<file path="src/rtl/bp_fe_queue_roll_ctrl.sv">
// bp_fe_queue_roll_ctrl: FE queue roll/clear/dequeue sequencer; optional strobe counters under BP_FE_QUEUE_ROLL_CTRL_PERF_EN
module bp_fe_queue_roll_ctrl #(
  parameter int fifo_els_p  = 8,
  parameter int fence_cyc_p = 2,
  parameter int cnt_width_p = 16
) (
  input  logic                              clk_i,
  input  logic                              reset_n_i,
  input  logic                              read_i,
  input  logic                              commit_v_i,
  input  logic                              replay_v_i,
  input  logic                              redirect_v_i,
  output logic                              read_ready_o,
  output logic                              deq_v_o,
  output logic                              roll_v_o,
  output logic                              clr_v_o,
  output logic [$clog2(fifo_els_p+1)-1:0]   inflight_o,
  output logic                              busy_o,
`ifdef BP_FE_QUEUE_ROLL_CTRL_PERF_EN
  output logic [cnt_width_p-1:0]            roll_cnt_o,
  output logic [cnt_width_p-1:0]            clr_cnt_o,
`endif
  output logic                              err_o
);
  localparam int iw = $clog2(fifo_els_p+1);
  localparam int fw = fence_cyc_p > 0 ? $clog2(fence_cyc_p+1) : 1;
  localparam logic [1:0] run_s = 2'd0, roll_s = 2'd1, clear_s = 2'd2, fence_s = 2'd3;
  logic [1:0]    state, state_n;
  logic [fw-1:0] fcnt, fcnt_n;
  logic [iw-1:0] inflight_n;
  logic          acc_read, err_n;
  always_comb begin
    read_ready_o = (state == run_s) && (inflight_o != iw'(fifo_els_p));
    roll_v_o     = state == roll_s;
    clr_v_o      = state == clear_s;
    busy_o       = state != run_s;
    acc_read     = read_i & read_ready_o;
    deq_v_o      = commit_v_i & (inflight_o != '0);
    inflight_n   = roll_v_o ? '0 : inflight_o + iw'(acc_read) - iw'(deq_v_o);
    err_n        = err_o | (read_i & ~read_ready_o) | (commit_v_i & (inflight_o == '0));
    state_n      = (state == run_s)   ? (redirect_v_i ? clear_s : replay_v_i ? roll_s : run_s)
                 : (state == roll_s)  ? (redirect_v_i ? clear_s : run_s)
                 : (state == clear_s) ? ((fence_cyc_p > 0) ? fence_s : run_s)
                 : ((fcnt <= fw'(1)) ? run_s : fence_s);
    fcnt_n       = (state == clear_s) ? fw'(fence_cyc_p)
                 : (state == fence_s) ? fcnt - fw'(1) : fcnt;
  end
  always_ff @(posedge clk_i or negedge reset_n_i)
    if (!reset_n_i) begin
      state      <= run_s;
      fcnt       <= '0;
      inflight_o <= '0;
      err_o      <= 1'b0;
    end else begin
      state      <= state_n;
      fcnt       <= fcnt_n;
      inflight_o <= inflight_n;
      err_o      <= err_n;
    end
`ifdef BP_FE_QUEUE_ROLL_CTRL_PERF_EN
  always_ff @(posedge clk_i or negedge reset_n_i)
    if (!reset_n_i) begin
      roll_cnt_o <= '0;
      clr_cnt_o  <= '0;
    end else begin
      roll_cnt_o <= (roll_v_o && ~&roll_cnt_o) ? roll_cnt_o + cnt_width_p'(1) : roll_cnt_o;
      clr_cnt_o  <= (clr_v_o && ~&clr_cnt_o) ? clr_cnt_o + cnt_width_p'(1) : clr_cnt_o;
    end
`endif
endmodule

</file>
<file path="config.mk">
export PLATFORM = sky130hd
export DESIGN_NAME = bp_fe_queue_roll_ctrl
export DESIGN_NICKNAME = d
export VERILOG_FILES = /design/src/rtl/bp_fe_queue_roll_ctrl.sv
export SDC_FILE = /design/constraint.sdc
export NUM_CORES = 1
export LEC_CHECK = 0
export BUFFER_PORTS_ARGS = -buffer_cell sky130_fd_sc_hd__buf_4
export CORE_UTILIZATION = 35
export CTS_BUF_LIST = sky130_fd_sc_hd__clkbuf_2 sky130_fd_sc_hd__clkbuf_4 sky130_fd_sc_hd__clkbuf_8
export CTS_CLUSTER_DIAMETER = 200
export CTS_CLUSTER_SIZE = 20
export DETAILED_ROUTE_END_ITERATION = 10
export SYNTH_ARGS = -nofsm -noshare
export SYNTH_HDL_FRONTEND = slang
export SYNTH_SLANG_ARGS = --single-unit
export TNS_END_PERCENT = 100
</file>
<file path="constraint.sdc">
create_clock -name clk_i -period 2.8 [get_ports clk_i]
set_clock_uncertainty 0.1 [all_clocks]
set_input_delay 0.14 -clock clk_i [delete_from_list [all_inputs] [get_ports clk_i]]
set_output_delay 0.14 -clock clk_i [all_outputs]
set_load 0.02 [all_outputs]
</file>
==> results of run 1 <==
-- worst paths after layout --
path	start	to	slack, ns	depth (start not counted)
worst max register to register	state[1]	inflight_o[2]	0.47	9
worst min-delay path	commit_v_i	err_o	0.03	3
worst min register to register	err_o	err_o	0.37	2
min in group asynchronous	reset_n_i	state[1]	0.14	2
max in group asynchronous	reset_n_i	inflight_o[2]	2.32	2
worst max-delay path	state[1]	inflight_o[2]	0.47	9
-- metal layers --
layer,wire (µm),vias to the layer above,track usage (%)
met5,0,-,0
met4,9,0,5.81
li1,-,211,-
met3,71,2,7.39
met2,413,11,17.8
met1,412,186,15.4
-- worst reg2reg max path: stages, from the launching register on --
cell and delay [ns]:
dfrtp_1 0.46, or2_4 0.30, a21oi_4 0.16, nand2_2 0.07, ha_1 0.26, inv_1 0.04, ha_1 0.20, fa_1 0.41
xnor2_1 0.17, nor2_1 0.05
-- through the flow --
step           utilization, %  cells  hold WS [ns]  cell area, µm²
2_1_floorplan               -     53        -0.256             557
3_3_place_gp             45.5     83        -0.127             678
3_5_place_dp             45.5     83        -0.128             678
4_1_cts                  48.2     88        0.0288             718
5_1_grt                  48.2     88        0.0431             718
6_report                 48.2     88        0.0323             718
-- kinds of logic after synthesis --
| kind of cell | share of synthesized area, % |
|---|---|
| simple gates | 14.8 |
| compound gates | 12.8 |
| buf+inv | 7.42 |
| flops | 40.5 |
| fa+ha+maj | 19.3 |
| mux | 3.60 |
| xor+xnor | 1.57 |
-- power by group --
group / switching (mW) / internal (mW)
registers: 0.0575 / 0.193
clock network: 0.0416 / 0.0644
logic: 0.261 / 0.238
total: 0.360 / 0.495
-- registers in the layout, indices dropped and copies added (netlist names) --
register    count
fcnt            2
inflight_o      4
state           2
err_o           1
-- cells in the final DEF, fill, tap and decap left out --
master	instances
a21boi_0	1
a21o_1	1
a21oi_1	2
a21oi_4	1
a31oi_1	2
and2_1	2
buf_4	15
clkbuf_4	4
dfrtp_1	9
dlygate4sd3_1	1
fa_1	1
ha_1	7
inv_1	7
inv_2	1
mux2i_1	2
nand2_1	2
nand2_2	1
nand2b_1	3
nor2_1	4
nor2b_1	1
nor3b_1	1
o21ai_2	1
o22a_1	1
or2_4	1
xnor2_1	1
-- area by class of cell --
type	instances	area (µm²)	area share, %
multi-input cells	35	290	40.4
flip-flops and latches	9	225	31.4
repair buffers	16	123	17.1
clock buffers	4	30.0	4.18
inverters	8	30.0	4.18
well taps	16	20.0	2.79
-- repair_timing --
| item | CTS | global route |
|---|---|---|
| endpoints found under the hold margin | 9 | 0 |
| hold buffers | 1 | 0 |
| resized for setup | 0 | 0 |
==> results.md, run 1 <==
* Pins Over Slew Limit at 0
* Antenna Cells at 0
* Final period util at around 83%
* Peak VDD IR at slightly below 0.5 mV
* Io pins at 16
* Slew margin rel. at 79.4%
* Status: finished clean
* WL per Instance at roughly 10 µm
* Slowest cell on the critical path: dfrtp_1
* DP Worst Slack at around 0.48 ns
* Max Root-Sink Buffers at 2
* Critical path launch point type: register
* DR vias/cell at 4.66
* Top post-synthesis cells by area: dfrtp_1 (40%), ha_1 (16%), inv_1 (4.7%)
* Worst Path Buf+Inv at 1
* Layout cells sized above 1 at 33.3%
* Pwr Density at between 1000 and 1500 nW/µm²
* Num Clock Sinks at 9
* Register area share after synthesis at 40.4%
* # fillers at 150
* DRT antenna net count at 0
* Max_cap viols at 0
* Initial antenna violation count at 0
* Crit. End Element: register
* Clock slew at reported path FFs at around 0.060 ns
* Syn Inst Count at 53
* Clk Latency, worst-skew pair at around 0.25 ns
* Rows at 14
* Placed wire-length estimate at ~760 µm
* Overall power at between 0.8 and 0.9 mW
* Post-synth cell types at 23
* Number of flops mapped to enable cells by yosys at 0
* CP most frequent cell: ha_1
* Post-synth top cells: dfrtp_1 (9), ha_1 (7), inv_1 (7)
* CP Class: register to register
* RD Place Congestion at about 0.68
* Fmax achieved at 0.430 GHz
* Syn_nets at 67
* IO buf count at 15
* Delay-heaviest family, CP: adder cells
* Top_reg_cell synth: dfrtp_1
* Total negative setup slack at 0 ns
* Largest net degree at the start of global routing at 10
* Required @ worst endpoint at about 2.8 ns
* Most frequent cell after synthesis: dfrtp_1
* Asr flop ratio synth at 100%
* Worst path cell trace: or2_4, a21oi_4, nand2_2, ha_1, inv_1, ha_1, fa_1, xnor2_1, nor2_1
* CTS Buf Count at 3
* Die area at approximately 1800 µm²
* Vias at between 400 and 500
* Hold Path Class: input pin to register
* YS warnings at 0
* Most area-hungry cell type in the Yosys netlist: dfrtp_1
* # DRC at 0
* Final min period at 2.33 ns
* Crit-path max FO at 9
* RSZ-0062 raised after global routing: false
* Die Wd at roughly 42 µm
* Yosys reg bits at 9
* Final Hold Viols at 0
* Leakage Power at about 0.37 nW
* Initial DRC count at 3
* Synth-to-Final Area Change at 29.0%
* Avg Inst Size Synth at approximately 11 µm²
* Mapped cell area at between 500 and 600 µm²
* GRT Total Usage at approximately an eighth
* Clk root buf: clkbuf_4
* Max stage delay on crit path at approximately 0.46 ns
* Vias in the first global route at slightly below 400
* Final WL at 905 µm
* Final worst slack at 0.474 ns
* CP Data Arrival Time at about 2.4 ns
* Worst slew pin tran at a little over 0.3 ns
* Post-CTS setup buffer count at 0
* CTS tree: built
* Global-route wire length before repair at about 1600 µm
* Starting Density at between 30% and 40%
* Area fraction of the dominant cell type after synthesis at ~40%
* DR pass1 iterations at 2
* Core area at about 1500 µm²
* Final #Nets at 87
* Die height at 41.9 µm
* H-tree levels at 1
* Final setup viols at 0
* GR Overflow Total at 0
Note: power is estimated with default switching activity, not from simulation.
==> inputs of run 2 (changes only) <==
- clock period: 2.8 -> 1.9 ns (I/O delays scaled with it)
==> run 2 against run 1 <==
Against the previous run:
- the flow now finishes with violations (setup timing)
- clock power increased by 55%
- first-iteration DRC count unchanged
- sequential power increased by 34%
- power increased by 82%
- cell count increased by 14%
- critical endpoint is now inflight_o[1]
- largest cell class unchanged
- largest power group unchanged
==> results.md, run 2 (synthesis results as in run 1) <==
* Final setup viols at 3 (+3)
* Reg-to-Reg Start: state[0]
* Required @ worst endpoint at 2.00 ns (-0.84 ns)
* Crit-path max FO at 2 (-7)
* Die area at 1750 µm² (unchanged)
* Hold Crit Endpoint: state[0]
* DP Worst Slack at -0.227 ns (-0.710 ns)
* DR vias/cell at 4.53 (-2.8%)
* Critical path launch point type: register
* Antenna Cells at 0 (unchanged)
* Post-Layout Cell Count at 100 (+14%)
* CP most frequent cell: ha_4
* RSZ-0062 raised after global routing: true
* Global-route wire length before repair at 1970 µm (+23%)
* Total negative setup slack at -0.369 ns (-0.369 ns)
* Final WL at 1040 µm (+15%)
* Top Registers: inflight_o x4, fcnt x2, state x2
* R2R Setup Slk at -0.18 ns (-0.65 ns)
* WL per Instance at 10.4 µm (+1.2%)
* CTS tree: built
* CP startpoint: state[0]
* Layout cells sized above 1 at 54.8% (+21 points)
* IO buf count at 15 (unchanged)
* Final worst slack at -0.180 ns (-0.654 ns)
* Area after DPL at 790 µm² (+16%)
* Placed wire-length estimate at 787 µm (+3.4%)
* Clock slew at reported path FFs at 0.06 ns (about the same)
* GRT Total Usage at 15.1% (+2.5 points)
* Final #Nets at 99 (+14%)
* Worst slew pin tran at 0.190 ns (-0.118 ns)
* RR Endpoint: inflight_o[1]
* Clk Latency, worst-skew pair at 0.26 ns (about the same)
* Die height at 41.9 µm (unchanged)
* Finished Cell Area at 872 µm² (+21%)
* Initial antenna violation count at 0 (unchanged)
* CP Data Arrival Time at 2.18 ns (-0.19 ns)
* Hold depth at 4 (+1)
* Final Hold Viols at 0 (unchanged)
* Leakage Power at 0.434 nW (+16%)
* Pwr Density at 1780 nW/µm² (+50%)
* Hold Path Class: input pin to register
* Largest register by flop count: inflight_o
* Max stage delay on crit path at 0.52 ns (+0.06 ns)
* Worst path cell trace: or2_4, a21oi_4, nand2_2, ha_4, inv_2, ha_4, fa_2, and2_1
* Max reg flops at 4 (unchanged)
* Clk root buf: clkbuf_4
* Most common cell after layout, fill and taps aside: buf_4
* RD Place Congestion at 0.719 (+5.9%)
* # DRC at 0 (unchanged)
* Crit. End Element: register
* Max_cap viols at 0 (unchanged)
* Max Root-Sink Buffers at 2 (unchanged)
* Rows at 14 (unchanged)
* Initial DRC count at 3 (unchanged)
* Final period util at 109% (+26 points)
* Dpl cells at 93 (+12%)
* Overall power at 1.56 mW (+82%)
* Slowest cell on the critical path: fa_2
* DR pass1 iterations at 4 (+2)
* Hold_sp: redirect_v_i
* R2r worst-path depth at 8 (-1)
* CTS Buf Count at 3 (unchanged)
* Slew margin rel. at 87.4% (+7.9 points)
* CP Class: register to register
* Synth-to-Final Area Change at 56.6%
* Vias in the first global route at 473 (+22%)
* Most frequent cells in the layout: buf_4 (25), dfrtp_1 (8), nor2_1 (4), inv_1 (4), clkbuf_4 (4)
* DRT antenna net count at 0 (unchanged)
* Pins Over Slew Limit at 0 (unchanged)
* Peak VDD IR at 1.11 mV (+130%)
* Status: complete, but fails checks
* H-tree levels at 1 (unchanged)
* Io pins at 16 (unchanged)
* Post-CTS setup buffer count at 0 (unchanged)
* Failing checks: setup timing
* Core area at 1490 µm² (unchanged)
* Die Wd at 41.9 µm (unchanged)
* Final min period at 2.08 ns (-0.246 ns)
* Num Clock Sinks at 9 (unchanged)
* Starting Density at 37.4% (unchanged)
* Fmax achieved at 0.481 GHz (+12%)
* Largest net degree at the start of global routing at 10 (unchanged)
* Vias at 453 (+10%)
* GR Overflow Total at 0 (unchanged)
## run 2: cell types whose count changed in the layout (fill, tap and decap cells not counted), sizes merged
cell / delta
buf: +10
dlygate4sd3: +2
## run 2: per-stage QoR
stage	hold slack, ns	util, %
2_1_floorplan	-0.301	-
3_3_place_gp	-0.176	53.0
3_5_place_dp	-0.175	53.0
4_1_cts	0.0133	57.9
5_1_grt	0.0358	58.6
6_report	0.0169	58.6
## run 2: worst max-delay path, delay by kind of cell, from the launching register on
kind / cells / cell delay (ns)
AO/OA/AOI/OAI: 1 / 0.13
buffers and inverters: 1 / 0.03
flip-flops: 1 / 0.37
AND/OR/NAND/NOR: 3 / 0.46
adder cells (fa/ha/maj): 3 / 0.93
## run 2: area by class of cell
cell class	instances	area (µm²)
multi-input cells	35	345
clock buffers	4	30.0
fillers	131	617
inverters	8	32.5
repair buffers	28	218
flip-flops and latches	9	226
well taps	16	20.0
## run 2: routing by layer
layer	vias up	global-route usage, %	routed length, µm
met5	-	0	0
met4	0	9.68	12
met3	2	2.61	38
met2	12	24.4	509
met1	204	18.4	480
li1	235	-	-
## run 2: how the worst max path moves through the flow
stage,end,slack [ns],cells past startpoint
after floorplan,inflight_o[1],-0.39,9
after global placement,inflight_o[1],-0.23,9
after detailed placement,inflight_o[1],-0.23,9
after CTS,inflight_o[1],-0.19,8
after global routing,inflight_o[1],-0.26,8
final,inflight_o[1],-0.18,8
## run 2: power by group
part	internal, mW	total, mW	switching, mW
Combinational	0.545	1.06	0.513
Sequential	0.285	0.335	0.0491
Clock	0.0953	0.164	0.0686
Total	0.926	1.56	0.631
## run 2: what timing repair did
item | CTS | global route
gates resized for setup | 3 | 3
endpoints found under the setup margin | 3 | 3
endpoints found under the hold margin | 10 | 0
hold buffers | 3 | 0
pin swaps | 3 | 3
==> inputs of run 3 (changes only) <==
- CELL_PAD_IN_SITES_DETAIL_PLACEMENT: default -> 0
- CELL_PAD_IN_SITES_GLOBAL_PLACEMENT: default -> 1
- PLACE_DENSITY_LB_ADDON: default -> 0.1
==> run 3 against run 2 <==
Against the previous run:
- the run still ends with setup timing left
- power rose by 0.14%
- global-route usage fell by 0.078 points
- clock power fell by 2%
- flip-flop and latch count did not move
- cell count rose by 5.0%
- first-iteration DRC count rose by 33%
- non-clock buffer count rose by 5
- critical path depth did not move
- critical endpoint unchanged
- largest cell class unchanged
==> results.md, run 3 (synthesis results as in run 1) <==
* Status: complete, but fails checks
* Failing checks: setup timing
* Peak VDD IR at 0.901 mV (-19%)
* DR vias/cell at 4.56 (+0.70%)
* Final worst slack at -0.171 ns (+0.00908 ns)
* DR pass1 iterations at 2 (-2)
* Delay-heaviest family, CP: adder cells
* Starting Density at 37.4% (unchanged)
* Slowest cell on the critical path: fa_2
* Max_cap viols at 0 (unchanged)
* Top sig layer: met4
* Vias at 479 (+5.7%)
* GRT Total Usage at 15.0% (-0.078 points)
* Worst path cell trace: or2_4, a21oi_4, nand2_2, ha_4, inv_2, ha_4, fa_2, and2_1
* Clock slew at reported path FFs at 0.06 ns (about the same)
* Critical path launch point type: register
* Antenna Cells at 0 (unchanged)
* Overall power at 1.56 mW (+0.14%)
* Die height at 41.9 µm (unchanged)
* Placed wire-length estimate at 788 µm (+0.14%)
* Clk root buf: clkbuf_4
* Slew margin rel. at 87.0% (-0.36 points)
* Max stage delay on crit path at 0.50 ns (-0.02 ns)
* CP Data Arrival Time at 2.17 ns (about the same)
* Die Wd at 41.9 µm (unchanged)
* Dpl cells at 93 (unchanged)
* Post-Layout Cell Count at 105 (+5.0%)
* Core area at 1490 µm² (unchanged)
* Hold Path Class: input pin to async pin
* WL per Instance at 10.3 µm (-1.1%)
* DR WL met3 at 68 µm (+79%)
* DP Worst Slack at -0.221 ns (+0.00575 ns)
* Final WL at 1080 µm (+3.8%)
* WL met2 at 500 µm (-1.8%)
* Final period util at 109% (-0.48 points)
* Final Hold Viols at 0 (unchanged)
* Io pins at 16 (unchanged)
* Initial DRC count at 4 (+1)
* Crit-path max FO at 2 (unchanged)
* Most common cell after layout, fill and taps aside: buf_4
* Synth-to-Final Area Change at 62.0%
* Max Root-Sink Buffers at 2 (unchanged)
* Final setup viols at 3 (unchanged)
* RSZ-0062 raised after global routing: true
* Final Util at 60.6% (+2.0 points)
* Most frequent cells in the layout: buf_4 (29), dfrtp_1 (8)
* Required @ worst endpoint at 2.00 ns (about the same)
* Leakage Power at 0.452 nW (+4.0%)
* Fmax achieved at 0.483 GHz (+0.44%)
* Rows at 14 (unchanged)
* Top Registers: inflight_o x4, fcnt x2, state x2
* Worst slew pin tran at 0.195 ns (+0.00543 ns)
* CTS tree: built
* # DRC at 0 (unchanged)
* Num Clock Sinks at 9 (unchanged)
* Largest register by flop count: inflight_o
* Max reg flops at 4 (unchanged)
* Vias in the first global route at 470 (-0.63%)
* IO buf count at 15 (unchanged)
* Total negative setup slack at -0.415 ns (-0.0463 ns)
* Metal-1 WL at 495 µm (+3.1%)
* Largest net degree at the start of global routing at 10 (unchanged)
* Clk Latency, worst-skew pair at 0.26 ns (about the same)
* Global-route wire length before repair at 1960 µm (-0.36%)
* Worst Path Buf+Inv at 1 (unchanged)
* GR Overflow Total at 0 (unchanged)
* CP most frequent cell: ha_4
* H-tree levels at 1 (unchanged)
* Layout cells sized above 1 at 56.2% (+1.4 points)
* CP Class: register to register
* CTS Buf Count at 3 (unchanged)
* Final min period at 2.07 ns (-0.00908 ns)
* Pins Over Slew Limit at 0 (unchanged)
* DRT antenna net count at 0 (unchanged)
* Pwr Density at 1730 nW/µm² (-3.2%)
* Final #Nets at 104 (+5.1%)
* Crit. End Element: register
* Die area at 1750 µm² (unchanged)
* RD Place Congestion at 0.711 (-1.1%)
* Initial antenna violation count at 0 (unchanged)
-- run 3: area by class of cell --
type	count	area, µm²
flip-flops and latches	9	226
multi-input cells	35	338
fillers	142	587
well taps	16	20.0
clock buffers	4	30.0
repair buffers	33	258
inverters	8	30.0
-- run 3: routing by layer --
metal  GRT usage (%)  vias to the layer above
li1                -                      247
met1            19.0                      215
met2            23.4                       15
met3            6.52                        2
met4            3.87                        0
met5               0                        -
-- run 3: path summary, 6_finish.rpt --
check	start	to	slack [ns]	depth (start not counted)
max in group asynchronous	reset_n_i	inflight_o[2]	1.44	2
setup / recovery	state[1]	inflight_o[1]	-0.17	8
hold / removal	reset_n_i	err_o	0.09	2
min in group clk_i	replay_v_i	state[0]	0.12	4
hold reg to reg	fcnt[0]	fcnt[0]	0.38	1
setup reg to reg	state[1]	inflight_o[1]	-0.17	8
-- run 3: where the power goes --
group          switching [mW]  internal [mW]
Combinational           0.500          0.563
Clock                  0.0649         0.0950
Sequential             0.0505          0.286
Total                   0.615          0.944
-- run 3: timing repair --
action	CTS	global route
gates cloned	0	0
pin swaps	5	3
resized for setup	3	1
endpoints found under the setup margin	3	3
hold buffers	4	0
endpoints found under the hold margin	11	0
setup buffers	1	3
-- run 3: per-stage QoR --
stage	hold WS (ns)	cell area [µm²]
floorplan	-0.301	593
global placement	-0.176	790
detailed placement	-0.174	790
CTS	0.0883	877
global route	0.103	902
finish	0.0946	902
